`src/rtl/cam_ddr_wr_arbiter.sv`:
```
// cam_ddr_wr_arbiter: round-robins two camera line FIFOs into fixed-length DDR write bursts,
// one address command per burst. Optional macro FRAME_PINGPONG_EN adds per-channel frame banks.
module cam_ddr_wr_arbiter #(
    parameter int unsigned DATA_W      = 16,
    parameter int unsigned ADDR_W      = 28,
    parameter int unsigned BURST_LEN   = 64,
    parameter int unsigned FRAME_BEATS = 115200,
    parameter int unsigned CH0_BASE    = 0,
    parameter int unsigned CH1_BASE    = 'h80000
) (
    input  logic              sys_clk,
    input  logic              rst,
    input  logic              ch0_req,
    input  logic              ch0_frame_start,
    input  logic [DATA_W-1:0] ch0_rd_data,
    output logic              ch0_rd_en,
    output logic              ch0_bank,
    input  logic              ch1_req,
    input  logic              ch1_frame_start,
    input  logic [DATA_W-1:0] ch1_rd_data,
    output logic              ch1_rd_en,
    output logic              ch1_bank,
    output logic              cmd_valid,
    input  logic              cmd_ready,
    output logic [ADDR_W-1:0] cmd_addr,
    output logic              wr_valid,
    input  logic              wr_ready,
    output logic [DATA_W-1:0] wr_data,
    output logic              wr_last,
    output logic              grant,
    output logic              busy
);
    localparam int unsigned       CNT_W      = $clog2(BURST_LEN);
    localparam logic [CNT_W-1:0]  LAST_BEAT  = CNT_W'(BURST_LEN - 1);
    localparam logic [ADDR_W-1:0] BURST_STEP = ADDR_W'(BURST_LEN);
    localparam logic [ADDR_W-1:0] FRAME_SIZE = ADDR_W'(FRAME_BEATS);

    typedef enum logic [1:0] {S_IDLE, S_CMD, S_DATA} state_t;

    state_t            state_q, state_d;
    logic              grant_q, grant_d;
    logic              rr_last_q, rr_last_d;
    logic [CNT_W-1:0]  beat_q, beat_d;

    logic [1:0]        req;
    logic [1:0]        fs;
    logic [1:0]        rd_en;
    logic [1:0]        bank;
    logic [DATA_W-1:0] rd_data  [2];
    logic [ADDR_W-1:0] base     [2];
    logic [ADDR_W-1:0] ptr      [2];
    logic [ADDR_W-1:0] bank_off [2];
    logic              in_burst;
    logic              burst_end;

    assign req        = {ch1_req, ch0_req};
    assign fs         = {ch1_frame_start, ch0_frame_start};
    assign rd_data[0] = ch0_rd_data;
    assign rd_data[1] = ch1_rd_data;
    assign base[0]    = ADDR_W'(CH0_BASE);
    assign base[1]    = ADDR_W'(CH1_BASE);

    assign in_burst  = (state_q != S_IDLE);
    assign burst_end = (state_q == S_DATA) && wr_ready && (beat_q == LAST_BEAT);

    always_ff @(posedge sys_clk) begin
        if (rst) begin
            state_q   <= S_IDLE;
            grant_q   <= 1'b0;
            rr_last_q <= 1'b1;
            beat_q    <= '0;
        end else begin
            state_q   <= state_d;
            grant_q   <= grant_d;
            rr_last_q <= rr_last_d;
            beat_q    <= beat_d;
        end
    end

    // On a tie the channel not served last wins; a lone requester always wins.
    always_comb begin
        state_d   = state_q;
        grant_d   = grant_q;
        rr_last_d = rr_last_q;
        beat_d    = beat_q;
        unique case (state_q)
            S_IDLE: begin
                if (|req) begin
                    grant_d   = (&req) ? ~rr_last_q : req[1];
                    rr_last_d = grant_d;
                    beat_d    = '0;
                    state_d   = S_CMD;
                end
            end
            S_CMD: begin
                if (cmd_ready) begin
                    state_d = S_DATA;
                end
            end
            S_DATA: begin
                if (wr_ready) begin
                    beat_d = beat_q + 1'b1;
                    if (beat_q == LAST_BEAT) begin
                        state_d = S_IDLE;
                    end
                end
            end
            default: state_d = S_IDLE;
        endcase
    end

    always_comb begin
        cmd_valid = 1'b0;
        cmd_addr  = '0;
        wr_valid  = 1'b0;
        wr_data   = '0;
        wr_last   = 1'b0;
        rd_en     = '0;
        unique case (state_q)
            S_CMD: begin
                cmd_valid = 1'b1;
                cmd_addr  = base[grant_q] + bank_off[grant_q] + ptr[grant_q];
            end
            S_DATA: begin
                wr_valid       = 1'b1;
                wr_data        = rd_data[grant_q];
                wr_last        = (beat_q == LAST_BEAT);
                rd_en[grant_q] = wr_ready;
            end
            default: ;
        endcase
    end

    // Per-channel pointer, bank and deferred frame-start bookkeeping.
    for (genvar gi = 0; gi < 2; gi++) begin : g_ch
        localparam logic CH = 1'(gi);

        logic [ADDR_W-1:0] ptr_q, ptr_d;
        logic              pend_q, pend_d;
        logic              bank_q, bank_d;
        logic              owns;
        logic              restart;

        assign owns = in_burst && (grant_q == CH);

        // A frame start seen while this channel owns a burst is deferred to the burst end.
        always_comb begin
            ptr_d   = ptr_q;
            pend_d  = pend_q;
            restart = 1'b0;
            if (owns && burst_end) begin
                if (fs[gi] || pend_q) begin
                    restart = 1'b1;
                    pend_d  = 1'b0;
                end else if (ptr_q + BURST_STEP == FRAME_SIZE) begin
                    ptr_d = '0;
                end else begin
                    ptr_d = ptr_q + BURST_STEP;
                end
            end else if (fs[gi]) begin
                if (owns) begin
                    pend_d = 1'b1;
                end else begin
                    restart = 1'b1;
                end
            end
            if (restart) begin
                ptr_d = '0;
            end
        end

`ifdef FRAME_PINGPONG_EN
        assign bank_d          = bank_q ^ restart;
        assign bank_off[gi]    = bank_q ? FRAME_SIZE : '0;
`else
        assign bank_d          = 1'b0;
        assign bank_off[gi]    = '0;
`endif

        always_ff @(posedge sys_clk) begin
            if (rst) begin
                ptr_q  <= '0;
                pend_q <= 1'b0;
                bank_q <= 1'b0;
            end else begin
                ptr_q  <= ptr_d;
                pend_q <= pend_d;
                bank_q <= bank_d;
            end
        end

        assign ptr[gi]  = ptr_q;
        assign bank[gi] = bank_q;
    end

    assign ch0_rd_en = rd_en[0];
    assign ch1_rd_en = rd_en[1];
    assign ch0_bank  = bank[0];
    assign ch1_bank  = bank[1];
    assign grant     = grant_q;
    assign busy      = in_burst;

endmodule

```
`config.mk`:
```
export PLATFORM = sky130hd
export DESIGN_NAME = cam_ddr_wr_arbiter
export DESIGN_NICKNAME = d
export VERILOG_FILES = /design/src/rtl/cam_ddr_wr_arbiter.sv
export SDC_FILE = /design/constraint.sdc
export NUM_CORES = 1
export LEC_CHECK = 0
export CAP_MARGIN = 15
export CORE_MARGIN = 2
export CORE_UTILIZATION = 47
export CTS_CLUSTER_DIAMETER = 30
export DETAILED_ROUTE_END_ITERATION = 8
export GPL_TIMING_DRIVEN = 0
export PLACE_DENSITY = 0.88
export SLEW_MARGIN = 20
export SYNTH_ARGS = -nofsm -noshare
export SYNTH_HDL_FRONTEND = slang
export SYNTH_SLANG_ARGS = --single-unit
```
`constraint.sdc`:
```
create_clock -name sys_clk -period 3.2 [get_ports sys_clk]
set_clock_uncertainty 0.2 [all_clocks]
set_input_delay 0.64 -clock sys_clk [delete_from_list [all_inputs] [get_ports sys_clk]]
set_output_delay 0.64 -clock sys_clk [all_outputs]
set_load 0.02 [all_outputs]
```
==> flow_summary.toml <==
[drt]
drt_pass1_iterations = 5
met2_length_mm = 6.81
wl_per_cell_um = 16.5
via_count = 4856
met3_length_um = 901
wirelength_mm = 13.3
highest_layer = "met4"
first_iter_violations = 386
post-route-drc-count = 0
drtAntennaViolNets = 0
wl_met1_mm = 5.07
viasPerCell = 6.03

[pwr]
p_comb_frac = 0.182
seqPwrFrac = 0.485
switching_share = 0.270
p_per_area_nw_per_um2 = 258
clockPowerShare = 0.333
cellLeakagePower_nw = 1.96
internal_power_mw = 1.07
p_sw_mw = 0.395
ir_drop_v = 0.000212

[cts]
cts_root_buf = "clkbuf_8"
clockBufferDepth = 2
cts_sinks = 56
cts_hold_buf = 0
cts_tree = "built"
htree_levels = 2
cts-buffers-inserted = 5
path_clk_slew_ps = 110
clkLatencyLatePin_ps = 320

[logic_synthesis]
synth-compound-area-share = 0.118
yosys.area_share.adder = 0.0202
synth_xor_area_frac = 0.0888
synth_flop_cell = "dfxtp_1"
syn_area_um2 = 4340
async_flop_share = 0
synthDistinctLibCells = 59
avgSynthCellArea_um2 = 7.35
synthMuxAreaShare = 0.101
yosys_warnings = 0
synth_area_leaders = "dfxtp_1 26%, nor2_1 8.7%, mux2i_1 8.5%"
synth_top_family_by_area = "simple AND/OR/NAND/NOR gates"
synth_edf_count = 0
synth_top_area_share = 0.258
syn_inst = 590
synth_area_leader_cell = "dfxtp_1"
seq_area_frac_synth = 0.258
ys_seq_elements = 56
synth-simple-area-share = 0.338

[timing]
fin_crit_sh = 0.966
finalMaxSlewViolations = 0
fmax_ghz = 0.323
slew_headroom = 0.540
worstMarginPinSlew_ps = 684
hold_violations = 0
rsz0062_at_grt = "yes"
hold_ws_ps = 306
finalSetupViolCount = 0
fin_crit_ps = 3090

[setup_path]
critPathKind = "register to output port"
worst-path-max-fanout = 10
crit_path_start_kind = "register"
end_kind = "output port"
required_ps = 2360
crit_arrival_ps = 2250

[floorplanning]
dieHeight_um = 100
io_pins = 93
die_area_um2 = 10000
fp.dieW_um = 100
core_area_um2 = 9110
start_util = 0.476
row_count = 35

[finish]
area_growth_pct = 30.7
layout-drive-gt1-share = 0.122
fillers = 749
antennaDiodeCount = 0
num-nets-final = 740
fin_cells = 805

[global_routing]
grt_overflow = 0
globalRouteTotalUtil = 0.245
grt_pass1_vias = 4323
grt_max_degree = 19
grt_pass1_wl_mm = 20.2
antenna_found_initial = 0

[placement]
gp_congestion = 0.930
dp_cells = 792
io_buffers = 84
hpwl_mm = 9.55

[worst_hold_path]
hp-class = "register to register"

[outcome]
outcome = "completed"

[flow_run]
cap_violations = 0
worst max-delay path, cell delays in order, from the launching register on:
cell and delay [ps]:
dfxtp_1 310, buf_2 170, or2b_1 280, clkbuf_1 270
nor2_1 260, clkdlybuf4s50_1 650
logic make-up (layout without fill, tap and decap cells):
kind of cell,Yosys count,after routing
AOI/OAI and AO/OA,81,81
xor gates and xnor gates,44,44
adders and majority gates,7,7
buffers and inverters,70,167
DFF,56,56
muxes,43,43
other,1,8
and+or+nand+nor,288,288
repair_timing:
action,in CTS,in global routing
setup endpoints to repair,56,26
buffers inserted,3,8
pin swaps,4,8
resized for setup,50,17
final timing paths:
path                     from                 to  slack [ps]  cells past startpoint
max                state_q[1]       cmd_addr[17]         110                      5
min                 beat_q[0]          beat_q[0]         310                      1
min reg2reg         beat_q[0]          beat_q[0]         310                      1
max reg2reg  g_ch[1].ptr_q[9]  g_ch[1].ptr_q[15]         120                      8
cell usage in the layout, fill, tap and decap left out, drive strengths merged, types with 17 or more instances in the layout:
cell type        n
nand4           25
nor3            20
xnor2           17
nand2           44
mux2i           37
dfxtp           56
clkdlybuf4s50   75
nor2           100
clkbuf          38
a21oi           29
xor2            27
buf             38
nand3           28
synthesized netlist by cell type (9+ instances only):
master and number:
nor2_1 100, dfxtp_1 56, nand2_1 44, clkbuf_1 38
mux2i_1 37, a21oi_1 29, nand3_1 28, xor2_1 27
nand4_1 24, nor3_1 20, xnor2_1 17, o21ai_0 15
and3_1 10, and2_1 9, or3_1 9
stage by stage:
| stage | power [mW] | setup slack (ps) | TNS (ps) | area (um^2) | util |
|---|---|---|---|---|---|
| after floorplan | 0.864 | 2.35 | 0 | 4380 | - |
| after global placement | 0.965 | -731 | -20850 | 5360 | 0.588 |
| after detailed placement | 0.971 | -642 | -18250 | 5360 | 0.589 |
| after CTS | 1.46 | 2.00 | 0 | 5590 | 0.614 |
| after global routing | 1.51 | -76.5 | -76.5 | 5670 | 0.623 |
| final | 1.46 | 107 | 0 | 5670 | 0.623 |
flip-flops by register name, summed over array words and instances, names as in the netlist:
name	cells
g_ch.ptr_q	44
beat_q	6
g_ch.pend_q	2
state_q	2
grant	1
rr_last_q	1
power groups by stage:
stage	clock [mW]	sequential, mW	combinational [mW]
global placement	0	0.724	0.242
floorplan	0	0.725	0.139
global route	0.514	0.710	0.284
CTS	0.492	0.708	0.259
finish	0.487	0.709	0.267
detailed placement	0	0.724	0.247
layout make-up:
class	count	area, um^2	share of cell area
sequential	56	1120	0.198
clock inverter	3	47.5	0.00838
clock buffer	5	68.8	0.0121
timing repair buffer	95	905	0.159
inverter	9	33.8	0.00596
multi-input combinational	471	3060	0.540
tap	111	139	0.0245
buffer	55	294	0.0518
per-layer routing:
layer | global-route usage | vias to the layer above
met1 | 0.296 | 2291
met2 | 0.435 | 238
met5 | 0 | -
met4 | 0.111 | 0
met3 | 0.0320 | 58
li1 | - | 2269
(Power assumes the default switching activity.)
